File: src/rtl/mmcm_reset_sequencer.sv
// ---------------------------------------------------------------------------
// mmcm_reset_sequencer
//
// Purpose:
//   Drives the MMCM reset and waits until LOCKED is high and stays high
//   before it declares the clock ready. On a lock timeout or a loss of lock
//   it retries the whole sequence. After MAX_RETRIES retries it gives up and
//   parks in FAIL until RST or I_RESTART.
//
// Ports:
//   CLK         in   fabric clock (BUFG-driven)
//   RST         in   synchronous, active-high reset of this block
//   I_LOCKED    in   MMCM LOCKED, asynchronous to CLK (synchronised here)
//   I_RESTART   in   synchronous; restarts the sequence and clears retries
//   O_MMCM_RST  out  reset to the MMCM/tester, registered
//   O_READY     out  MMCM locked and stable, registered
//   O_FAIL      out  retries exhausted, registered
//   O_RETRIES   out  retries consumed so far
//   O_STATE     out  0 RESET, 1 WAIT_LOCK, 2 STABLE, 3 RUN, 4 FAIL
// ---------------------------------------------------------------------------
module mmcm_reset_sequencer #(
    parameter int RST_CYCLES    = 16,
    parameter int LOCK_TIMEOUT  = 65536,
    parameter int STABLE_CYCLES = 256,
    parameter int MAX_RETRIES   = 7
) (
    input  logic       CLK,
    input  logic       RST,
    input  logic       I_LOCKED,
    input  logic       I_RESTART,
    output logic       O_MMCM_RST,
    output logic       O_READY,
    output logic       O_FAIL,
    output logic [3:0] O_RETRIES,
    output logic [2:0] O_STATE
);

    typedef enum logic [2:0] {
        ST_RESET     = 3'd0,
        ST_WAIT_LOCK = 3'd1,
        ST_STABLE    = 3'd2,
        ST_RUN       = 3'd3,
        ST_FAIL      = 3'd4
    } state_e;

    // One counter serves every timed state, so it is sized for the largest
    // limit. Each limit forces a state exit, so the counter never wraps.
    localparam int MAX_A = (RST_CYCLES > LOCK_TIMEOUT) ? RST_CYCLES : LOCK_TIMEOUT;
    localparam int MAX_P = (MAX_A > STABLE_CYCLES) ? MAX_A : STABLE_CYCLES;
    localparam int CNT_W = (MAX_P > 1) ? $clog2(MAX_P) : 1;

    localparam logic [CNT_W-1:0] RST_LAST    = CNT_W'(RST_CYCLES - 1);
    localparam logic [CNT_W-1:0] TIMEOUT_LAST = CNT_W'(LOCK_TIMEOUT - 1);
    localparam logic [CNT_W-1:0] STABLE_LAST = CNT_W'(STABLE_CYCLES - 1);
    localparam logic [3:0]       RETRY_LIMIT = 4'(MAX_RETRIES);

    state_e           state_q, state_d;
    logic [CNT_W-1:0] cnt_q, cnt_d;
    logic [3:0]       retries_q, retries_d;
    logic             lk_meta_q, lk_s_q;
    logic             mmcm_rst_q, mmcm_rst_d;
    logic             ready_q, ready_d;
    logic             fail_q, fail_d;
    logic             retry;

    // -----------------------------------------------------------------------
    // State register, counters, synchroniser and registered outputs
    // -----------------------------------------------------------------------
    always_ff @(posedge CLK) begin
        if (RST) begin
            state_q    <= ST_RESET;
            cnt_q      <= '0;
            retries_q  <= '0;
            lk_meta_q  <= 1'b0;
            lk_s_q     <= 1'b0;
            mmcm_rst_q <= 1'b1;
            ready_q    <= 1'b0;
            fail_q     <= 1'b0;
        end else begin
            state_q    <= state_d;
            cnt_q      <= cnt_d;
            retries_q  <= retries_d;
            lk_meta_q  <= I_LOCKED;
            lk_s_q     <= lk_meta_q;
            mmcm_rst_q <= mmcm_rst_d;
            ready_q    <= ready_d;
            fail_q     <= fail_d;
        end
    end

    // -----------------------------------------------------------------------
    // Next-state logic. A retry is an action that lands in RESET or FAIL; it
    // is resolved after the per-state decision so all states share it.
    // -----------------------------------------------------------------------
    always_comb begin
        state_d   = state_q;
        cnt_d     = cnt_q;
        retries_d = retries_q;
        retry     = 1'b0;

        if (I_RESTART) begin
            state_d   = ST_RESET;
            cnt_d     = '0;
            retries_d = '0;
        end else begin
            case (state_q)
                ST_RESET: begin
                    if (cnt_q == RST_LAST) begin
                        state_d = ST_WAIT_LOCK;
                        cnt_d   = '0;
                    end else begin
                        cnt_d = cnt_q + 1'b1;
                    end
                end
                ST_WAIT_LOCK: begin
                    // Lock wins over a timeout on the same cycle.
                    if (lk_s_q) begin
                        state_d = ST_STABLE;
                        cnt_d   = '0;
                    end else if (cnt_q == TIMEOUT_LAST) begin
                        retry = 1'b1;
                    end else begin
                        cnt_d = cnt_q + 1'b1;
                    end
                end
                ST_STABLE: begin
                    if (!lk_s_q) begin
                        retry = 1'b1;
                    end else if (cnt_q == STABLE_LAST) begin
                        state_d = ST_RUN;
                        cnt_d   = '0;
                    end else begin
                        cnt_d = cnt_q + 1'b1;
                    end
                end
                ST_RUN: begin
                    if (!lk_s_q) begin
                        retry = 1'b1;
                    end
                end
                ST_FAIL: begin
                    state_d = ST_FAIL;
                end
                default: begin
                    state_d = ST_RESET;
                    cnt_d   = '0;
                end
            endcase

            if (retry) begin
                cnt_d = '0;
                if (retries_q == RETRY_LIMIT) begin
                    state_d = ST_FAIL;
                end else begin
                    retries_d = retries_q + 4'd1;
                    state_d   = ST_RESET;
                end
            end
        end
    end

    // -----------------------------------------------------------------------
    // Output decode from the next state, so the registered outputs change in
    // the same update as the state register.
    // -----------------------------------------------------------------------
    always_comb begin
        mmcm_rst_d = (state_d == ST_RESET) || (state_d == ST_FAIL);
        ready_d    = (state_d == ST_RUN);
        fail_d     = (state_d == ST_FAIL);
    end

    assign O_MMCM_RST = mmcm_rst_q;
    assign O_READY    = ready_q;
    assign O_FAIL     = fail_q;
    assign O_RETRIES  = retries_q;
    assign O_STATE    = state_q;

endmodule

File: config.mk
export PLATFORM = sky130hd
export DESIGN_NAME = mmcm_reset_sequencer
export DESIGN_NICKNAME = d
export VERILOG_FILES = /design/src/rtl/mmcm_reset_sequencer.sv
export SDC_FILE = /design/constraint.sdc
export NUM_CORES = 1
export LEC_CHECK = 0
export CORE_ASPECT_RATIO = 0.8
export CORE_UTILIZATION = 61
export DETAILED_ROUTE_END_ITERATION = 10
export PLACE_DENSITY = 0.81
export SLEW_MARGIN = 20
export SYNTH_ARGS = -nofsm -noshare
export SYNTH_HDL_FRONTEND = slang
export SYNTH_SLANG_ARGS = --single-unit
File: constraint.sdc
create_clock -name CLK -period 3.2 [get_ports CLK]
set_input_delay 0.8 -clock CLK [delete_from_list [all_inputs] [get_ports CLK]]
set_output_delay 0.8 -clock CLK [all_outputs]
set_load 0.005 [all_outputs]
==> results.txt <==
The number of hold violations in the final report is 0. The number of flops mapped to enable cells by yosys is 0. Based on the critical path, the design can be clocked at up to between 400 and 500 MHz.

The worst-skew pair later-pin latency came out at ~0.33 ns. The total number of clock tree sinks came out at 28. The data required time of the critical path came out at around 3.5 ns. In this run the deepest clock path goes through 2 buffers.

The initial utilization of the core area, before any placement, comes to 0.681. In this design, the stage delay of the slowest critical-path cell is ~0.56 ns. The number of buffers created by CTS came out at 3. Across the run, the number of max-cap violations was 0. The initial antenna violation count is 0. For this run, the register share of the synthesized area comes to 0.360.

The cell-internal power came out at ~430 uW. After clock tree synthesis, the repair step resized 0 gates. The static leakage came out at 0.608 nW. The count of H-tree levels built during CTS is 1.

The count of input and output buffers came out at 13. The routed length per instance came out at around 15 um. The post-place setup slack is about 0.66 ns.

The total number of vias is 1475. The detailed-route vias per instance came out at ~6.4. The worst hold path belongs to the class flop to flop.

The mapped cell area came out at between 1500 and 2000 um2. The total congestion overflow after global routing came out at 0. The power per standard cell area came out at around 320 nW/um2. Yosys printed 0 warnings. The final sum of negative setup slack came out at 0 ns. The library cell used most frequently in the layout, excluding fill and tap cells, is dfxtp_1. The proportion of total power due to net switching came out at 0.216. Of the total power, registers draw 0.642. From synthesis to final layout, the design area changed by 10.9%. Of the total power, combinational logic draws 0.043.

The setup slack of the critical path after layout came out at ~0.83 ns. The global-route wire length before repair came out at approximately 5.7 mm. The setup clock skew after layout is roughly 0.0014 ns. The height of the chip is roughly 47 um. The number of buffers inserted by post-CTS setup repair is 0. Leaving out fill and tap cells, the most frequent cells in the layout are dfxtp_1 (28), nand3_1 (14), nor2_1 (13), a31oi_1 (13), clkdlybuf4s50_1 (13). The clock transition at the registers of the reported paths is roughly 0.14 ns. IR analysis of the VDD net gives a maximum drop of ~0.28 mV.

Entering global routing, the biggest net connects 18 pins. The die boundary width is 58.5 um. The root buffer cell chosen for the clock tree is clkbuf_4. The mean post-synth cell area is between 8 and 9 um2. On the critical path, the stage with the largest delay is an instance of nor2_1.

After detailed routing, the total wire length is ~3.4 mm. For this run, the leading register cell type out of synthesis is dfxtp_1. The power share of the clock group is 0.314.

The antenna diode instance count is 0. The top-level I/O count is 14. The total number of placement rows is 15. The maximum net fanout on the critical path came out at 9. STA classifies the critical path startpoint as a flop. The final estimated routing congestion in global placement came out at roughly 0.89. Of the cells placed in the final design, the portion with a size suffix greater than 1 is 0.0923. The residual antenna-violating net count after detailed routing came out at 0.

In the routed design, unresolved DRC markers number 0. The register bit total from synthesis came out at 28. The half-perimeter wire length of the detailed placement result is ~2.5 mm. Before antenna repair, the detailed router went through 4 iterations.

The cell count after synthesis is 186. The worst pin sits at a relative slew slack of 0.417. Counting every net in the synthesized netlist gives about 190. The region available for standard cell placement spans approximately 2300 um2. Setup violations remaining at the end of the flow were counted as 0. The final net count came out at 202.

The transition time at the pin with the least slew margin is a little under 0.9 ns. The DRC violation total after the first TritonRoute iteration came out at 75. Setup repair after global routing left no endpoint under its margin. The minimum clock period came out at about 2.4 ns. The share of flip-flops with an asynchronous set or reset is 0. Counting distinct cell types in the post-synthesis netlist gives 48. The post-route fraction of the period consumed by the critical path came out at 0.741. The total of hold buffers inserted after clock tree synthesis is 0.

STA classifies the critical path endpoint as a flop. The critical path arrival came out at between 2 and 3 ns. The flow ran to the end, and the final reports show no timing, DRC or antenna violations. The full die area is between 2000 and 3000 um2.

The number of global-route vias before repair is 1195. The net load switching power came out at roughly 120 uW. The number of max-slew violations in the final report is 0.

Across every metal layer, demand over resource in global routing totals 0.276. TritonCTS built the clock tree. The critical path goes through ha_1 > nand4_1 > nor2_1 > a21oi_2 > or4_1 > a21oi_1. The worst setup path is of the flop to flop kind.
==> state kept, by name (all words and copies together), names as in the netlist <==
name,cells
O_STATE,3
lk_meta_q,1
O_FAIL,1
O_READY,1
O_MMCM_RST,1
O_RETRIES,4
cnt_q,16
lk_s_q,1
==> worst paths after layout <==
path / depth (start not counted) / to / start / slack, ns
min reg2reg: 1 / lk_s_q$_SDFF_PP0_ / lk_meta_q$_SDFF_PP0_ / 0.46
min: 1 / lk_s_q$_SDFF_PP0_ / lk_meta_q$_SDFF_PP0_ / 0.46
max reg2reg: 6 / O_RETRIES[3]$_SDFFE_PP0P_ / cnt_q[0]$_SDFFE_PP0P_ / 0.83
max: 6 / O_RETRIES[3]$_SDFFE_PP0P_ / cnt_q[0]$_SDFFE_PP0P_ / 0.83
==> through the flow <==
step,util,power (mW),hold WS [ns],instance area (um2),cells
2_1_floorplan,-,0.376,0.414,1560,186
3_3_place_gp,0.739,0.383,0.430,1690,225
3_5_place_dp,0.739,0.384,0.433,1690,225
4_1_cts,0.755,0.553,0.464,1730,229
5_1_grt,0.755,0.570,0.469,1730,229
6_report,0.755,0.550,0.461,1730,229
==> synth_stat cells, types with 2 or more instances <==
master,count,area share
inv_1,7,0.017
o31ai_1,2,0.0096
dfxtp_1,28,0.36
a31oi_1,13,0.052
nor4_1,2,0.0080
nand4_1,7,0.028
nand2b_1,2,0.0080
a31o_2,2,0.011
a211oi_1,2,0.0096
o21ai_0,11,0.035
buf_2,4,0.013
nand2_1,12,0.029
nor2_1,13,0.031
and4_1,4,0.022
or3_1,2,0.0080
nor3_1,3,0.0096
a21o_1,3,0.014
mux2i_1,4,0.026
nor2b_1,3,0.012
nand3b_1,4,0.019
or4_4,2,0.014
a21oi_1,10,0.032
nand3_1,14,0.045
o211ai_1,2,0.0096
or4_1,3,0.014
and3_1,2,0.0080
clkbuf_1,3,0.0072
ha_1,2,0.016
==> worst max-delay path, delay by kind of cell (launching register included) <==
family	cells	cell delay, ns
and+or+nand+nor	3	1.29
DFF	1	0.40
AOI/OAI and AO/OA	2	0.37
adders and majority gates	1	0.24
==> metal layers <==
metal / up-vias / track usage / routed length, um
li1: 726 / - / -
met1: 686 / 0.408 / 1670
met2: 59 / 0.416 / 1470
met3: 4 / 0.0661 / 246
met4: 0 / 0.0429 / 26
met5: - / 0 / 0
==> final cells by class <==
cell class	count	area (um2)
multi-input cells	141	918
flip-flops and latches	28	561
fillers	182	561
repair buffers	15	145
well taps	34	42.5
clock buffers	4	36.3
inverters	7	26.3
==> power groups by stage <==
stage	Clock [mW]	Sequential (mW)	Combinational, mW
global route	0.189	0.354	0.0265
global placement	0	0.361	0.0225
finish	0.173	0.353	0.0238
CTS	0.176	0.353	0.0237
detailed placement	0	0.361	0.0236
floorplan	0	0.360	0.0151
==> kinds of logic after synthesis <==
kind of cell / count (synthesis) / synth area share
buffers and inverters: 17 / 0.0514
AOI/OAI and AO/OA: 54 / 0.241
muxes: 4 / 0.0257
adders and majority gates: 2 / 0.0160
DFF: 28 / 0.360
xor gates and xnor gates: 2 / 0.0112
and+or+nand+nor: 79 / 0.295
No activity file was read; power rests on OpenSTA's default activity.
